===== config.mk =====
export PLATFORM = sky130hd
export DESIGN_NAME = sr_ff_bank
export DESIGN_NICKNAME = d
export VERILOG_FILES = /design/src/rtl/sr_ff_bank.sv
export SDC_FILE = /design/constraint.sdc
export NUM_CORES = 1
export LEC_CHECK = 0
export ABC_AREA = 1
export BUFFER_PORTS_ARGS = -buffer_cell sky130_fd_sc_hd__buf_2
export CORE_MARGIN = 5
export CORE_UTILIZATION = 40
export CTS_CLUSTER_DIAMETER = 120
export DETAILED_ROUTE_END_ITERATION = 16
export PLACE_DENSITY = 0.74
export SETUP_SLACK_MARGIN = 0.5
export SYNTH_ARGS = -nofsm -noshare
export SYNTH_HDL_FRONTEND = slang
export SYNTH_SLANG_ARGS = --single-unit

===== constraint.sdc =====
create_clock -name clock -period 1.3 [get_ports clock]
set_clock_uncertainty 0.2 [all_clocks]
set_input_delay 0.26 -clock clock [delete_from_list [all_inputs] [get_ports clock]]
set_output_delay 0.26 -clock clock [all_outputs]
set_load 0.005 [all_outputs]

===== src/rtl/sr_ff_bank.sv =====
// WIDTH-bit bank of run-time selectable SR/JK/D/T flip-flops with a
// configurable S=R=1 resolution, per-bit conflict mask and a saturating conflict counter.
module sr_ff_bank #(
  parameter int              WIDTH     = 8,
  parameter logic [WIDTH-1:0] RESET_VAL = '0,
  parameter int              CONFLICT  = 0,
  parameter int              CNT_W     = 8
) (
  input  logic             clock,
  input  logic             reset,
  input  logic             en,
  input  logic [1:0]       mode,
  input  logic [WIDTH-1:0] a,
  input  logic [WIDTH-1:0] b,
  input  logic             clr_cnt,
  output logic [WIDTH-1:0] q,
  output logic [WIDTH-1:0] q_bar,
  output logic [WIDTH-1:0] conflict_mask,
  output logic             conflict_sticky,
  output logic [CNT_W-1:0] conflict_cnt
);

  typedef enum logic [1:0] {
    MODE_SR = 2'd0,
    MODE_JK = 2'd1,
    MODE_D  = 2'd2,
    MODE_T  = 2'd3
  } mode_e;

  localparam logic [CNT_W-1:0] CNT_MAX = '1;

  mode_e            mode_sel;
  logic [WIDTH-1:0] hold_bits;
  logic [WIDTH-1:0] set_bits;
  logic [WIDTH-1:0] both_bits;
  logic [WIDTH-1:0] conflict_val;
  logic [WIDTH-1:0] q_next;
  logic [WIDTH-1:0] mask_next;
  logic             any_conflict;

  assign mode_sel  = mode_e'(mode);
  assign hold_bits = ~a & ~b;
  assign set_bits  = a & ~b;
  assign both_bits = a & b;

  // Value an SR bit takes when S=R=1, fixed at elaboration time.
  always_comb begin
    case (CONFLICT)
      1:       conflict_val = '0;
      2:       conflict_val = '1;
      3:       conflict_val = ~q;
      default: conflict_val = q;
    endcase
  end

  always_comb begin
    // NOTE: every output of this block is given a default first, so no path
    // through the case leaves a signal unassigned and no latch is inferred.
    q_next    = q;
    mask_next = '0;
    case (mode_sel)
      MODE_SR: begin
        q_next    = set_bits | (q & hold_bits) | (both_bits & conflict_val);
        mask_next = both_bits;
      end
      MODE_JK: q_next = set_bits | (q & hold_bits) | (both_bits & ~q);
      MODE_D:  q_next = a;
      MODE_T:  q_next = q ^ a;
      default: q_next = q;
    endcase
  end

  assign any_conflict = en && (|mask_next);

  // NOTE: state registers use non-blocking assignments so every register
  // samples pre-edge values regardless of statement order.
  always_ff @(posedge clock) begin
    if (reset) begin
      q               <= RESET_VAL;
      conflict_mask   <= '0;
      conflict_sticky <= 1'b0;
      conflict_cnt    <= '0;
    end else begin
      if (en) begin
        q             <= q_next;
        conflict_mask <= mask_next;
      end
      // Clearing outranks a simultaneous conflict; the mask still updates above.
      if (clr_cnt) begin
        conflict_cnt    <= '0;
        conflict_sticky <= 1'b0;
      end else if (any_conflict) begin
        conflict_sticky <= 1'b1;
        if (conflict_cnt != CNT_MAX) conflict_cnt <= conflict_cnt + 1'b1;
      end
    end
  end

  assign q_bar = ~q;

endmodule


==> impl_metrics.tcl, run 1 <==
set metrics [dict create \
    fp.dieH_um 70.7 \
    setup_violations 13 \
    io_pins 55 \
    fin_cells 374 \
    max-slew-margin-rel_pct 80.4 \
    dr.pass1.iters 5 \
    placed_cells 350 \
    hold_path_class "input pin to flop" \
    die_w_um 70.7 \
    final_layout_size_suffix_gt1_share_pct 69.3 \
    cts-root-buf "clkbuf_8" \
    clock-sinks 25 \
    gr-total-overflow 0 \
    grt_pass1_vias 1992 \
    grt_pass1_wl_um 9330 \
    drt_iter0_markers 327 \
    path_max_fanout 3 \
    netlist_area_um2 1470 \
    swShare_pct 33.9 \
    cts_buffers 3 \
    vias 2219 \
    leakage_nw 1.25 \
    viasPerCell 5.93 \
    clockBufferDepth 2 \
    combPwrFrac_pct 34.2 \
    wire_per_inst_um 20.1 \
    cts_hold_buf 0 \
    wl_um 7530 \
    start_util_pct 40.8 \
    grt_antenna_before_repair 0 \
    n_antenna_cell 0 \
    failed_checks "negative setup slack" \
    htreeDepth 1 \
    hold_slack_ns 0.149 \
    cts_tree "built" \
    fin_util_pct 80.9 \
    critPathCaptureType "flop" \
    dieArea_um2 4990 \
    fp.coreArea_um2 3610 \
    clk_latency_ns 0.27 \
    synthToLayoutAreaGrowth_pct 98.1 \
    pwr-share-seq_pct 41.4 \
    avgSynthCellArea_um2 6.49 \
    io_buffers 54 \
    drv_cap 0 \
    cp.arrival_ns 1.52 \
    gp_congestion 0.843 \
    grt_max_degree 38 \
    ant_nets 0 \
    start_kind "flop" \
    fp-row-count 22 \
    dp_hpwl_um 3290 \
    vdd_ir_drop_max_uv 556 \
    dp_slack_ns -0.237 \
    synth.net_count 250 \
    critPathKind "flop to flop" \
    nets 350 \
    yosysWarnings 0 \
    route.detailed.drc 0 \
    clkTransAtPathRegs_ns 0.09 \
    final_max_slew_viol_count 0 \
    cp.required_ns 1.27 \
    power_density_nw_per_um2 689 \
    synth_cell_types 20 \
    synth_cells 227 \
    ys_seq_area_share_pct 34.0 \
    status "finished with violations" \
    ys_ff_latch 25 \
    rsz0062_at_grt "yes" \
    fin_ws_ns -0.250 \
    min_period_over_period_pct 119 \
    period_needed_ns 1.55 \
    internal_power_w 0.00133 \
    grt_use_total_pct 23.2 \
    p_clk_share_pct 24.4 \
    worst_pin_slew_ns 0.294 \
    hold_viol 0 \
    switchingPower_w 0.000682 \
    timing.fmax_mhz 645 \
]
-- state kept, by name (all words and copies together), names as in the netlist --
signal and flops:
conflict_mask 8, q 8, conflict_cnt 8, conflict_sticky 1
-- final timing paths --
kind                    startpoint               end  slack [ns]  cells after the start
hold / removal             clr_cnt   conflict_cnt[1]        0.15                      5
setup / recovery   conflict_cnt[0]   conflict_cnt[7]       -0.25                     10
setup reg to reg   conflict_cnt[0]   conflict_cnt[7]       -0.25                     10
hold reg to reg   conflict_mask[4]  conflict_mask[4]        0.31                      2
-- per-layer routing --
metal	wire [um]	up-vias	part of all wire, %	track usage, %
li1	-	957	-	-
met1	2710	1007	36	26.5
met2	3620	191	48	41.0
met3	655	64	8.7	4.26
met4	544	0	7.2	12.1
met5	0	-	0	0
-- per-stage QoR --
step                      setup TNS [ns]  total power [W]  instance area, um2
after floorplan                   -0.273          0.00107                1600
after global placement             -1.58          0.00122                2060
after detailed placement           -2.12          0.00123                2060
after CTS                         -0.696          0.00184                2590
after global routing               -2.13          0.00207                2920
final                              -1.53          0.00201                2920
-- worst max-delay path: stages, from the launching register on --
cell	delay [ns]
dfxtp_4	0.39
ha_4	0.16
nand2_4	0.05
inv_4	0.08
nand2_4	0.06
nor2_4	0.15
nor2_2	0.06
nand3_1	0.10
nand2_1	0.09
nand2_2	0.08
nor2_2	0.03
-- cell type report --
class,count,area (um2)
Sequential cell,25,556
Timing Repair Buffer,103,921
Fill cell,209,688
Clock buffer,3,41.3
Multi-Input combinational cell,160,1190
Tap cell,48,60.1
Clock inverter,1,5.00
Inverter,34,149
-- layout by cell type (no fill, tap or decap), types with 3 or more instances in the layout --
master     n
a21oi_1   13
a21oi_2   17
buf_12     4
buf_2     35
buf_4     28
buf_6     32
clkbuf_8   3
dfxtp_2   14
dfxtp_4   10
inv_1     20
inv_2     10
nand2_1   31
nand2_2    8
nand2_4    3
nand2_8    3
nand3_1   10
nand3_2   14
nand4_1    5
nor2_1    11
nor2_2     7
nor2_4    11
o21ai_2   12
o221ai_1   6
-- power groups by stage --
stage	sequential, W	clock [W]	combinational, W
floorplan	0.000847	0	0.000224
global placement	0.000844	0	0.000371
detailed placement	0.000847	0	0.000380
CTS	0.000830	0.000474	0.000535
global route	0.000835	0.000510	0.000722
finish	0.000832	0.000492	0.000687
-- logic make-up after synthesis --
kind of cell	share of synthesized area, %
buffers and inverters	12.7
xor gates and xnor gates	0.595
adders and majority gates	0.849
and+or+nand+nor	31.4
DFF	34.0
AOI/OAI and AO/OA	20.4
-- synthesized netlist by cell type --
cell | instances | area [um2]
nand3_1 | 22 | 110
dfxtp_1 | 25 | 500
buf_6 | 2 | 22.5
buf_2 | 3 | 15.0
inv_8 | 1 | 11.3
nand3_2 | 3 | 30.0
inv_1 | 31 | 116
o21ai_0 | 16 | 80.1
ha_1 | 1 | 12.5
nand2_4 | 1 | 11.3
xnor2_1 | 1 | 8.76
nand2_1 | 41 | 154
nand4_1 | 5 | 31.3
o221ai_1 | 8 | 70.1
inv_2 | 2 | 7.51
a21oi_1 | 30 | 150
clkbuf_1 | 4 | 15.0
nor2_2 | 2 | 12.5
nor2_1 | 27 | 101
nand2_2 | 2 | 12.5
-- repair_timing --
action,in CTS,in global routing
resized for setup,102,58
gates cloned,3,2
setup endpoints to repair,58,58
pin swaps,44,22
hold endpoints to repair,0,0
buffers inserted,10,5
No activity file was read; power rests on OpenSTA's default activity.
==> run 2, diff against run 1 <==
--- a/config.mk
+++ b/config.mk
@@ -11,7 +11,7 @@
 export CORE_UTILIZATION = 40
 export CTS_CLUSTER_DIAMETER = 120
 export DETAILED_ROUTE_END_ITERATION = 16
-export PLACE_DENSITY = 0.74
+export PLACE_DENSITY = 0.71
 export SETUP_SLACK_MARGIN = 0.5
 export SYNTH_ARGS = -nofsm -noshare
 export SYNTH_HDL_FRONTEND = slang
==> constraint.sdc (replaced) <==
create_clock -name clock -period 1.8 [get_ports clock]
set_clock_uncertainty 0.2 [all_clocks]
set_input_delay 0.36 -clock clock [delete_from_list [all_inputs] [get_ports clock]]
set_output_delay 0.36 -clock clock [all_outputs]
set_load 0.005 [all_outputs]
==> run 2 against run 1 <==
Net effect: the flow now finishes without violations; first-iteration DRC count is 62% lower; via count down 16%; largest power group unchanged; routed wire length down 36%; clock power decreased by 31%; sequential power shrank 28%; count of clock-buffer cells in the layout rose by 1; die area unchanged; final area decreased by 22%.
==> impl_metrics.tcl, run 2 (synthesis gave the netlist of run 1 again) <==
set metrics [dict create \
    wire_per_inst_um 13.7 \
    cts-root-buf "clkbuf_8" \
    fp.dieH_um 70.7 \
    worst_pin_slew_ns 0.272 \
    worst-path-buf-inv 1 \
    hold_path_class "input pin to flop" \
    cts_tree "built" \
    htreeDepth 1 \
    final_common_cell "buf_2" \
    cp.arrival_ns 1.42 \
    vias 1853 \
    swShare_pct 29.6 \
    met2_usage_pct 30.6 \
    path_max_fanout 3 \
    fin_cells 352 \
    placed_area_um2 1830 \
    crit_family "simple AND/OR/NAND/NOR gates" \
    io_pins 55 \
    period_needed_ns 1.45 \
    fp-row-count 22 \
    drv_cap 0 \
    grt_use_total_pct 17.8 \
    dr.pass1.iters 4 \
    setup_violations 0 \
    wl_um 4810 \
    timing.fmax_mhz 688 \
    gr-max-usage-layer "met2" \
    max-slew-margin-rel_pct 81.8 \
    p_clk_share_pct 27.5 \
    clockBufferDepth 2 \
    seqCellArea_um2 546 \
    cts_hold_buf 0 \
    critPathCaptureType "flop" \
    multiInputGateArea_um2 905 \
    final_cell_mix "44 x buf_2, 34 x nand2_1, 26 x a21oi_1, 23 x inv_1, 23 x buf_4" \
    final_layout_size_suffix_gt1_share_pct 49.0 \
    route.detailed.drc 0 \
    rsz0062_at_grt "yes" \
    final_max_slew_viol_count 0 \
    ant_nets 0 \
    fillers 304 \
    fin_util_pct 62.8 \
    status "complete, no violations" \
    fp.coreArea_um2 3610 \
    switchingPower_w 0.000367 \
    dp_hpwl_um 3030 \
    grt_pass1_wl_um 7450 \
    cts_buffers 3 \
    placed_cells 326 \
    clkTransAtPathRegs_ns 0.09 \
    clk_latency_ns 0.27 \
    worst_path_largest_cell_delay_ns 0.37 \
    io_buffers 54 \
    n_antenna_cell 0 \
    setup_tns_ns 0 \
    nets 328 \
    die_w_um 70.7 \
    leakage_nw 1.04 \
    dieArea_um2 4990 \
    largestRegisters "conflict_cnt: 8 flops, conflict_mask: 8 flops, q: 8 flops" \
    worst_path_max_delay_cell "dfxtp_4" \
    hold_viol 0 \
    clock-sinks 25 \
    combPwrFrac_pct 24.5 \
    gr-total-overflow 0 \
    cp.required_ns 1.76 \
    grt_pass1_vias 1762 \
    start_util_pct 40.8 \
    final_cell_area_um2 2270 \
    grt_util_met1_pct 21.2 \
    synthToLayoutAreaGrowth_pct 53.9 \
    grt_max_degree 44 \
    viasPerCell 5.26 \
    grt_use_met3_pct 3.41 \
    power_density_nw_per_um2 547 \
    pwr-share-seq_pct 48.0 \
    internal_power_w 0.000872 \
    min_period_over_period_pct 80.8 \
    gp_congestion 0.875 \
    hold_slack_ns 0.178 \
    drt_iter0_markers 123 \
    critPathKind "flop to flop" \
    start_kind "flop" \
    grt_antenna_before_repair 0 \
    vdd_ir_drop_max_uv 370 \
    path_cells "ha_4 > nand2_4 > inv_6 > nand2_4 > nor2_4 > nor2_2 > nand3_1 > nand2_1 > nand2_1 > nor2_2" \
]
run 2: layout make-up:
class,instances,area share [%]
clock buffer,4,1.99
inverter,34,6.18
multi-input combinational,159,39.9
sequential,25,24.1
tap,48,2.65
timing repair buffer,82,25.2
run 2: stage by stage:
| step | worst slack (ns) | total power (W) |
|---|---|---|
| 2_1_floorplan | 0.354 | 0.000755 |
| 3_3_place_gp | 0.175 | 0.000849 |
| 3_5_place_dp | 0.129 | 0.000853 |
| 4_1_cts | 0.403 | 0.00121 |
| 5_1_grt | 0.249 | 0.00131 |
| 6_report | 0.346 | 0.00124 |
run 2: timing repair:
action | 4_1_cts | 5_1_grt
pin swaps | 9 | 17
setup endpoints to repair | 35 | 41
hold endpoints to repair | 0 | 0
buffers inserted | 18 | 4
gates resized for setup | 39 | 38
run 2: per-layer routing:
metal / part of all wire, % / vias up
li1: - / 907
met1: 40 / 848
met2: 49 / 85
met3: 8.1 / 13
met4: 2.8 / 0
met5: 0 / -
run 2: path summary, 6_finish.rpt:
check	startpoint	endpoint	slack [ns]	depth (start not counted)
max	conflict_cnt[0]	conflict_cnt[7]	0.35	10
max reg2reg	conflict_cnt[0]	conflict_cnt[7]	0.35	10
min	a[7]	q[7]	0.18	3
min reg2reg	conflict_sticky	conflict_sticky	0.27	2
run 2: worst min-delay path, delay by kind of cell:
| kind | cells | cell delay, ns |
|---|---|---|
| buffers and inverters | 1 | 0.12 |
| AND/OR/NAND/NOR | 1 | 0.08 |
| AO/OA/AOI/OAI | 1 | 0.06 |
run 2: power by group through the flow:
stage	registers, W	logic, W	clock network, W
final	0.000595	0.000303	0.000340
after global routing	0.000600	0.000333	0.000373
after CTS	0.000593	0.000280	0.000342
after detailed placement	0.000609	0.000244	0
after global placement	0.000608	0.000241	0
after floorplan	0.000609	0.000146	0
